$ cat config.mk
export PLATFORM = sky130hd
export DESIGN_NAME = tl_cntr
export DESIGN_NICKNAME = d
export VERILOG_FILES = /design/src/rtl/tl_cntr.sv
export SDC_FILE = /design/constraint.sdc
export NUM_CORES = 1
export LEC_CHECK = 0
export BUFFER_PORTS_ARGS = -buffer_cell sky130_fd_sc_hd__buf_2
export CAP_MARGIN = 40
export CORE_MARGIN = 10
export CORE_UTILIZATION = 34
export DETAILED_ROUTE_END_ITERATION = 10
export PLACE_DENSITY = 0.57
export SLEW_MARGIN = 20
export SYNTH_ARGS = -nofsm -noshare
export SYNTH_HDL_FRONTEND = slang
export SYNTH_SLANG_ARGS = --single-unit
export TNS_END_PERCENT = 1
$ cat constraint.sdc
create_clock -name clk -period 1.8 [get_ports clk]
set_input_delay 0.36 -clock clk [delete_from_list [all_inputs] [get_ports clk]]
set_output_delay 0.36 -clock clk [all_outputs]
set_load 0.01 [all_outputs]
$ cat src/rtl/tl_cntr.sv
// ----------------------------------------------------------------------------
// tl_cntr: two-road traffic light controller (Moore FSM plus dwell timer).
//
// Road A and road B take turns; whichever road is not green or yellow is red.
// Green holds for at least MIN_GREEN cycles and extends while that road's
// sensor reports traffic. Yellow holds for exactly YELLOW_CYCLES cycles and
// ignores both sensors.
//
// Ports:
//   clk    in   1  system clock, rising edge
//   reset  in   1  synchronous, active-high reset
//   ta     in   1  traffic present on road A
//   tb     in   1  traffic present on road B
//   la     out  2  road A lamp: 00 green, 01 yellow, 10 red
//   lb     out  2  road B lamp, same encoding
//   phase  out  2  current state code (S0..S3 = 00..11)
// ----------------------------------------------------------------------------
module tl_cntr #(
    parameter int unsigned MIN_GREEN     = 3,
    parameter int unsigned YELLOW_CYCLES = 5,
    parameter int unsigned CNT_W         = 4
) (
    input  logic       clk,
    input  logic       reset,
    input  logic       ta,
    input  logic       tb,
    output logic [1:0] la,
    output logic [1:0] lb,
    output logic [1:0] phase
);

    typedef enum logic [1:0] {
        S0 = 2'b00,  // A green,  B red
        S1 = 2'b01,  // A yellow, B red
        S2 = 2'b10,  // A red,    B green
        S3 = 2'b11   // A red,    B yellow
    } state_e;

    localparam logic [1:0] LAMP_GREEN  = 2'b00;
    localparam logic [1:0] LAMP_YELLOW = 2'b01;
    localparam logic [1:0] LAMP_RED    = 2'b10;

    // Timer thresholds, expressed as the registered timer value seen on the
    // last edge of the minimum/exact dwell.
    localparam logic [CNT_W-1:0] GREEN_LAST  = CNT_W'(MIN_GREEN - 1);
    localparam logic [CNT_W-1:0] YELLOW_LAST = CNT_W'(YELLOW_CYCLES - 1);
    localparam logic [CNT_W-1:0] TIMER_MAX   = {CNT_W{1'b1}};

    state_e           r_state;
    logic [CNT_W-1:0] r_timer;
    logic [1:0]       r_la;
    logic [1:0]       r_lb;

    state_e           w_state_nxt;
    logic [CNT_W-1:0] w_timer_nxt;
    logic [1:0]       w_la_nxt;
    logic [1:0]       w_lb_nxt;
    logic             w_green_min_done;
    logic             w_yellow_done;

    assign w_green_min_done = (r_timer >= GREEN_LAST);
    assign w_yellow_done    = (r_timer == YELLOW_LAST);

    // Next-state decode. Sensors only matter in the green states.
    always_comb begin
        w_state_nxt = S0;
        case (r_state)
            S0: w_state_nxt = (!ta && w_green_min_done) ? S1 : S0;
            S1: w_state_nxt = w_yellow_done ? S2 : S1;
            S2: w_state_nxt = (!tb && w_green_min_done) ? S3 : S2;
            S3: w_state_nxt = w_yellow_done ? S0 : S3;
            default: w_state_nxt = S0;
        endcase
    end

    // Dwell timer: cleared on entry to a new state, otherwise counts up and
    // sticks at all-ones so a long green never wraps back under the minimum.
    always_comb begin
        w_timer_nxt = r_timer;
        if (w_state_nxt != r_state) begin
            w_timer_nxt = '0;
        end else if (r_timer != TIMER_MAX) begin
            w_timer_nxt = r_timer + 1'b1;
        end
    end

    // Lamp decode of the next state, so the registered lamps line up with
    // r_state on every cycle.
    always_comb begin
        w_la_nxt = LAMP_RED;
        w_lb_nxt = LAMP_RED;
        case (w_state_nxt)
            S0: begin
                w_la_nxt = LAMP_GREEN;
                w_lb_nxt = LAMP_RED;
            end
            S1: begin
                w_la_nxt = LAMP_YELLOW;
                w_lb_nxt = LAMP_RED;
            end
            S2: begin
                w_la_nxt = LAMP_RED;
                w_lb_nxt = LAMP_GREEN;
            end
            S3: begin
                w_la_nxt = LAMP_RED;
                w_lb_nxt = LAMP_YELLOW;
            end
            default: begin
                w_la_nxt = LAMP_GREEN;
                w_lb_nxt = LAMP_RED;
            end
        endcase
    end

    always_ff @(posedge clk) begin
        if (reset) begin
            r_state <= S0;
            r_timer <= '0;
            r_la    <= LAMP_GREEN;
            r_lb    <= LAMP_RED;
        end else begin
            r_state <= w_state_nxt;
            r_timer <= w_timer_nxt;
            r_la    <= w_la_nxt;
            r_lb    <= w_lb_nxt;
        end
    end

    assign la    = r_la;
    assign lb    = r_lb;
    assign phase = r_state;

endmodule

# Word level (Yosys, flattened, before mapping)
# Cells that the tools add are included.
dict set report word_totals {
  n_memories 0
  ram_bits 0
  ff_bits 10
  latch_bits 0
  inputBits 4
  word_cells 31
  out_inout_bits 6
  mem_bits_ro 0
}
dict set report classes {
  n_reduce_logical 9
  div_mod_pow 0
  eq_ne 9
  n_addsub 1
  n_bitwise 0
  magnitude_cmp 1
  mul 0
  shift 0
  mux 7
}
# cell count
set op_table {}
lappend op_table {{2-bit case mux with 3 select lines} 2}
lappend op_table {{2-bit equality test, second input constant} 4}
lappend op_table {{2-bit case mux with 4 select lines} 1}
lappend op_table {{2-bit OR reduction} 3}
lappend op_table {{4-bit by 1-bit adder with 4-bit output, second input constant} 1}
lappend op_table {{2-bit by 1-bit equality test with 1-bit output, second input constant} 2}
lappend op_table {{4-bit by 3-bit equality test with 1-bit output, second input constant} 1}
lappend op_table {{4-bit by 2-bit greater-or-equal comparator with 1-bit output, second input constant} 1}
lappend op_table {{2-bit zero test} 2}
lappend op_table {{2-bit 2-to-1 mux} 2}
lappend op_table {{4-bit != test, second input constant} 1}
lappend op_table {{1-bit logical AND} 2}
lappend op_table {{1-bit zero test} 2}
lappend op_table {{1-bit 2-to-1 mux} 2}
lappend op_table {{2-bit != test} 1}

# Depth between registers and ports, before layout
dict set report logic_depth {
  depth_word 7
  ltp_mapped 5
  mapped_depth_nobuf 5
}

# Worst setup path after synthesis
# OpenSTA, ideal clock, no wires.
dict set report synth_path {
  path_kind {reg-to-reg}
  startpoint {register r_state[1] (netlist: phase[1])}
  endpoint {register r_timer[3]}
  setup_slack_ns 0.488
  setup_ns 0.131
  path_buffers 0
  path_stages_with_launch 4
  t_required_ns 1.669
  arrival_time_ns 1.181
  period_less_slack_ns 1.312
  cell_sequence {dfxtp_1 > mux2_2 > o311ai_2 > nor3_2}
}
dict set report synth_between {
  elab_chain_cells 4
  word_cells_on_any_way 7
  classes_between {4 x eq/ne; 1 x mux; 2 x reduce/logical}
}
# item line
set synth_rtl {}
lappend synth_rtl {{start, declared} 49} ;# state_e r_state;
lappend synth_rtl {{start signal, assigned} 123} ;# r_state <= w_state_nxt;
lappend synth_rtl {{2-bit equality test (tied with other cells)} 67} ;# case (r_state)
lappend synth_rtl {{2-bit case mux with 4 select lines} 67}
lappend synth_rtl {{2-bit != test *} 80} ;# if (w_state_nxt != r_state) begin
lappend synth_rtl {{2-bit OR reduction (no line) *} n/a}
lappend synth_rtl {{end signal, assigned} 124} ;# r_timer <= w_timer_nxt;
lappend synth_rtl {{end, declared} 50} ;# logic [CNT_W-1:0] r_timer;
# Every way passes the cells marked *; elsewhere a longest branch is shown, timed or not.
# A chain may end at the register's enable or synchronous reset.

# Final worst setup path
dict set report layout_path {
  startpoint {register r_timer[1]}
  endpoint {register r_timer[0]}
}
dict set report layout_between {
  elab_chain_cells 6
  word_cells_on_any_way 12
  classes_between {1 x order compare; 3 x eq/ne; 5 x mux; 3 x reduce/logical}
}
# item line
set layout_rtl {}
lappend layout_rtl {{4-bit by 2-bit greater-or-equal comparator with 1-bit output} 61} ;# assign w_green_min_done = (r_timer >= GREEN_LAST);
lappend layout_rtl {{1-bit logical AND (on tied branches)} {70, 68}}
lappend layout_rtl {{1-bit 2-to-1 mux (on tied branches)} {70, 68}}
lappend layout_rtl {{2-bit case mux with 4 select lines} 67}
lappend layout_rtl {{2-bit != test} 80}
lappend layout_rtl {{2-bit OR reduction (no line)} n/a}
# Several ways; a longest one is shown, not always the timed one.

==> impl_results.md <==
* # DRC at 0
* Worst path required time at 1.95 ns
* Sw Share at 30.8%
* I/O Pins at 10
* Hold Path End: phase[1]$_SDFF_PP0_
* Setup Skew at 0.00219 ns
* Initial antenna violation count at 0
* Lkg Pwr at 0.261 nW
* Compound-cell area share of the yosys netlist at 11.6%
* Synth Area in Adders at 8.29%
* Tcrit/Tclk final at 79.5%
* Mapped Cells at 43
* Clock buffer depth at 2
* Total grt overflow at 0
* Final-report hold violation count at 0
* Xor/xnor cell area share of the yosys netlist at 3.87%
* Area after DPL at 517 sq um
* Slew HR at 72.1%
* Hold-fix buffers, CTS at 0
* Remaining antenna violation count at 0
* Clk root buf: clkbuf_4
* Crit Path Class: reg -> reg
* RSZ-0062 raised after global routing: false
* Cell Chain, Critical Path: ha_1 > nor4_4 > o311ai_2 > nor2_1
* Initial core utilization at 35.2%
* NumNets Final at 64
* Mux cell area share after synthesis at 4.70%
* Post-CTS Setup Inserts at 0
* Worst slack, placed at 0.364 ns
* Setup crit end kind: register
* Post-synth cell types at 23
* # fillers at 132
* Clock insertion delay at the later pin of the skew report at 0.27 ns
* Die area at 3190 sq um
* Port-buffer cells at 9
* Ys Warns at 0
* Final instance area at 553 sq um
* Max-cap violations at 0
* Die Y at 56.5 um
* Worst R2R End: r_timer[0]$_SDFFE_PP0P_
* Antenna Cells at 0
* Global-route wire length before repair at 1520 um
* WL final at 821 um
* Data arrival time of the worst path at 1.58 ns
* Hold slack final at 0.287 ns
* Final worst slack at 0.368 ns
* Syn nets at 50
* Vias at 350
* Total track usage at 6.01%
* Yosys reg bits at 10
* Worst hold path class: in -> reg
* H-tree levels at 1
* FP Rows at 13
* Clock sink count at 10
* Comb pwr share at 23.1%
* CTS tree: done
* R2R depth at 4
* Startpoint types: register
* Routed len/inst at 11.6 um
* Pre-antenna DRT Iters at 4
* Via density at 4.93
* Worst-margin pin slew at 0.418 ns
* Critical Path Max Stage Delay at 0.48 ns
* Layout cell share with drive strength beyond 1 at 30.4%
* Area Overhead vs Synth at 22.1%
* Final setup fails at 0
* NetSw at 0.200 mW
* Post-synthesis simple-gate area fraction at 24.9%
* Seq/Total Area, Yosys at 44.2%
* Core area at 1280 sq um
* Hold path startpoint: reset
* PwrDens at 1170 nW/um^2
* R2r startpoint: r_timer[1]$_SDFFE_PP0P_
* Vias in the first global route at 344
* Clock Pin Slew Worst Setup and Hold Paths at 0.07 ns
* Post-Syn Area at 453 sq um
* Synthesized area per cell at 10.5 sq um
* Combinational family with the most area after synthesis: simple AND/OR/NAND/NOR gates
* Post-layout util at 43.0%
* Final min period at 1.43 ns
* Setup TNS at 0 ns
* Crit-path slowest cell: dfxtp_1
* Iter 0 DRT Violations at 4
* Worst vdd rail ir drop at 0.000373 V
* Detailed Place HPWL at 650 um
* Reg-to-reg slack, setup at 0.37 ns
* Run status: finished clean
* Largest net degree at the start of global routing at 8
* Gpl congestion at 0.726
* Die W at 56.5 um
* Post-cts sizing count at 0
* Clock network power share at 31.6%
* Crit-path max FO at 7
* Min-Delay Path Depth at 2
* Final count of pins violating max slew at 0
* Inserted Clock Buffers at 3
* Internal Power at 0.449 mW
* FMAX at 0.699 GHz
* Sequential fraction of design power at 45.3%
==> cell usage in the layout (no fill, tap or decap), types with 2 or more instances in the layout <==
master    synthesis  final
dfxtp_1          10     10
buf_2             0      9
nor2_1            7      7
inv_1             3      3
ha_1              3      3
clkbuf_4          0      3
nand3_1           2      2
==> cell families (layout without fill, tap and decap cells) <==
logic type	Yosys count	after routing
xor+xnor	2	2
compound gates	6	6
simple gates	17	17
fa+ha+maj	3	3
mux	2	2
flops	10	10
buf+inv	3	16
==> power by group through the flow <==
stage | combinational, mW | clock (mW) | sequential (mW)
after CTS | 0.153 | 0.212 | 0.294
after global routing | 0.178 | 0.222 | 0.303
after floorplan | 0.109 | 0 | 0.299
after detailed placement | 0.153 | 0 | 0.300
after global placement | 0.150 | 0 | 0.299
final | 0.150 | 0.205 | 0.294
==> worst max-delay path: cells and delay by family (launching register included) <==
family,cells,cell delay [ns]
AO/OA/AOI/OAI,1,0.42
flip-flops,1,0.48
adder cells (fa/ha/maj),1,0.25
AND/OR/NAND/NOR,2,0.16
==> sequential cells by signal, indices dropped and copies added (netlist names) <==
signal   flops
r_timer      4
la           2
phase        2
lb           2
==> stage by stage <==
stage	cells	power, mW
5_1_grt	71	0.703
2_1_floorplan	43	0.408
4_1_cts	71	0.660
6_report	71	0.649
3_3_place_gp	67	0.449
3_5_place_dp	67	0.453
==> metal layers <==
metal	wire [um]	vias to the layer above	global-route usage, %
li1	-	176	-
met2	325	14	7.68
met1	379	156	6.75
met3	95	4	4.94
met4	21	0	3.09
met5	0	-	0
==> Yosys cell counts <==
cell type | number | share of area (%)
a31oi_1 | 1 | 1.4
and2_1 | 1 | 1.4
and3b_1 | 1 | 1.9
dfxtp_1 | 10 | 44
ha_1 | 3 | 8.3
inv_1 | 3 | 2.5
mux2_2 | 1 | 2.5
mux2i_1 | 1 | 2.2
nand3_1 | 2 | 2.2
nand3b_1 | 1 | 1.7
nand4b_1 | 1 | 1.9
nor2_1 | 7 | 5.8
nor3_2 | 1 | 2.2
nor3b_1 | 1 | 1.7
nor4_4 | 1 | 4.7
o211a_1 | 1 | 2.2
o21a_1 | 1 | 1.7
o21ai_0 | 1 | 1.1
o21bai_1 | 1 | 1.7
o311ai_2 | 1 | 3.6
or2_1 | 1 | 1.4
xnor2_1 | 1 | 1.9
xor2_1 | 1 | 1.9
==> worst max-delay path by stage <==
stage | from | to | slack, ns | depth (start not counted)
after global routing | r_timer[0]$_SDFFE_PP0P_ | r_timer[3]$_SDFFE_PP0P_ | 0.18 | 5
after detailed placement | r_timer[0]$_SDFFE_PP0P_ | r_timer[3]$_SDFFE_PP0P_ | 0.36 | 5
after floorplan | phase[1]$_SDFF_PP0_ | r_timer[3]$_SDFFE_PP0P_ | 0.49 | 3
after CTS | r_timer[0]$_SDFFE_PP0P_ | r_timer[3]$_SDFFE_PP0P_ | 0.36 | 5
final | r_timer[1]$_SDFFE_PP0P_ | r_timer[0]$_SDFFE_PP0P_ | 0.37 | 4
after global placement | r_timer[0]$_SDFFE_PP0P_ | r_timer[3]$_SDFFE_PP0P_ | 0.40 | 5
==> final cells by class <==
class	instances	area, sq um	share of cell area (%)
well taps	15	18.8	3.39
repair buffers	9	45.0	8.14
clock buffers	4	36.3	6.56
inverters	3	11.3	2.04
flip-flops and latches	10	200	36.2
multi-input cells	30	241	43.7
(Power assumes the default switching activity.)
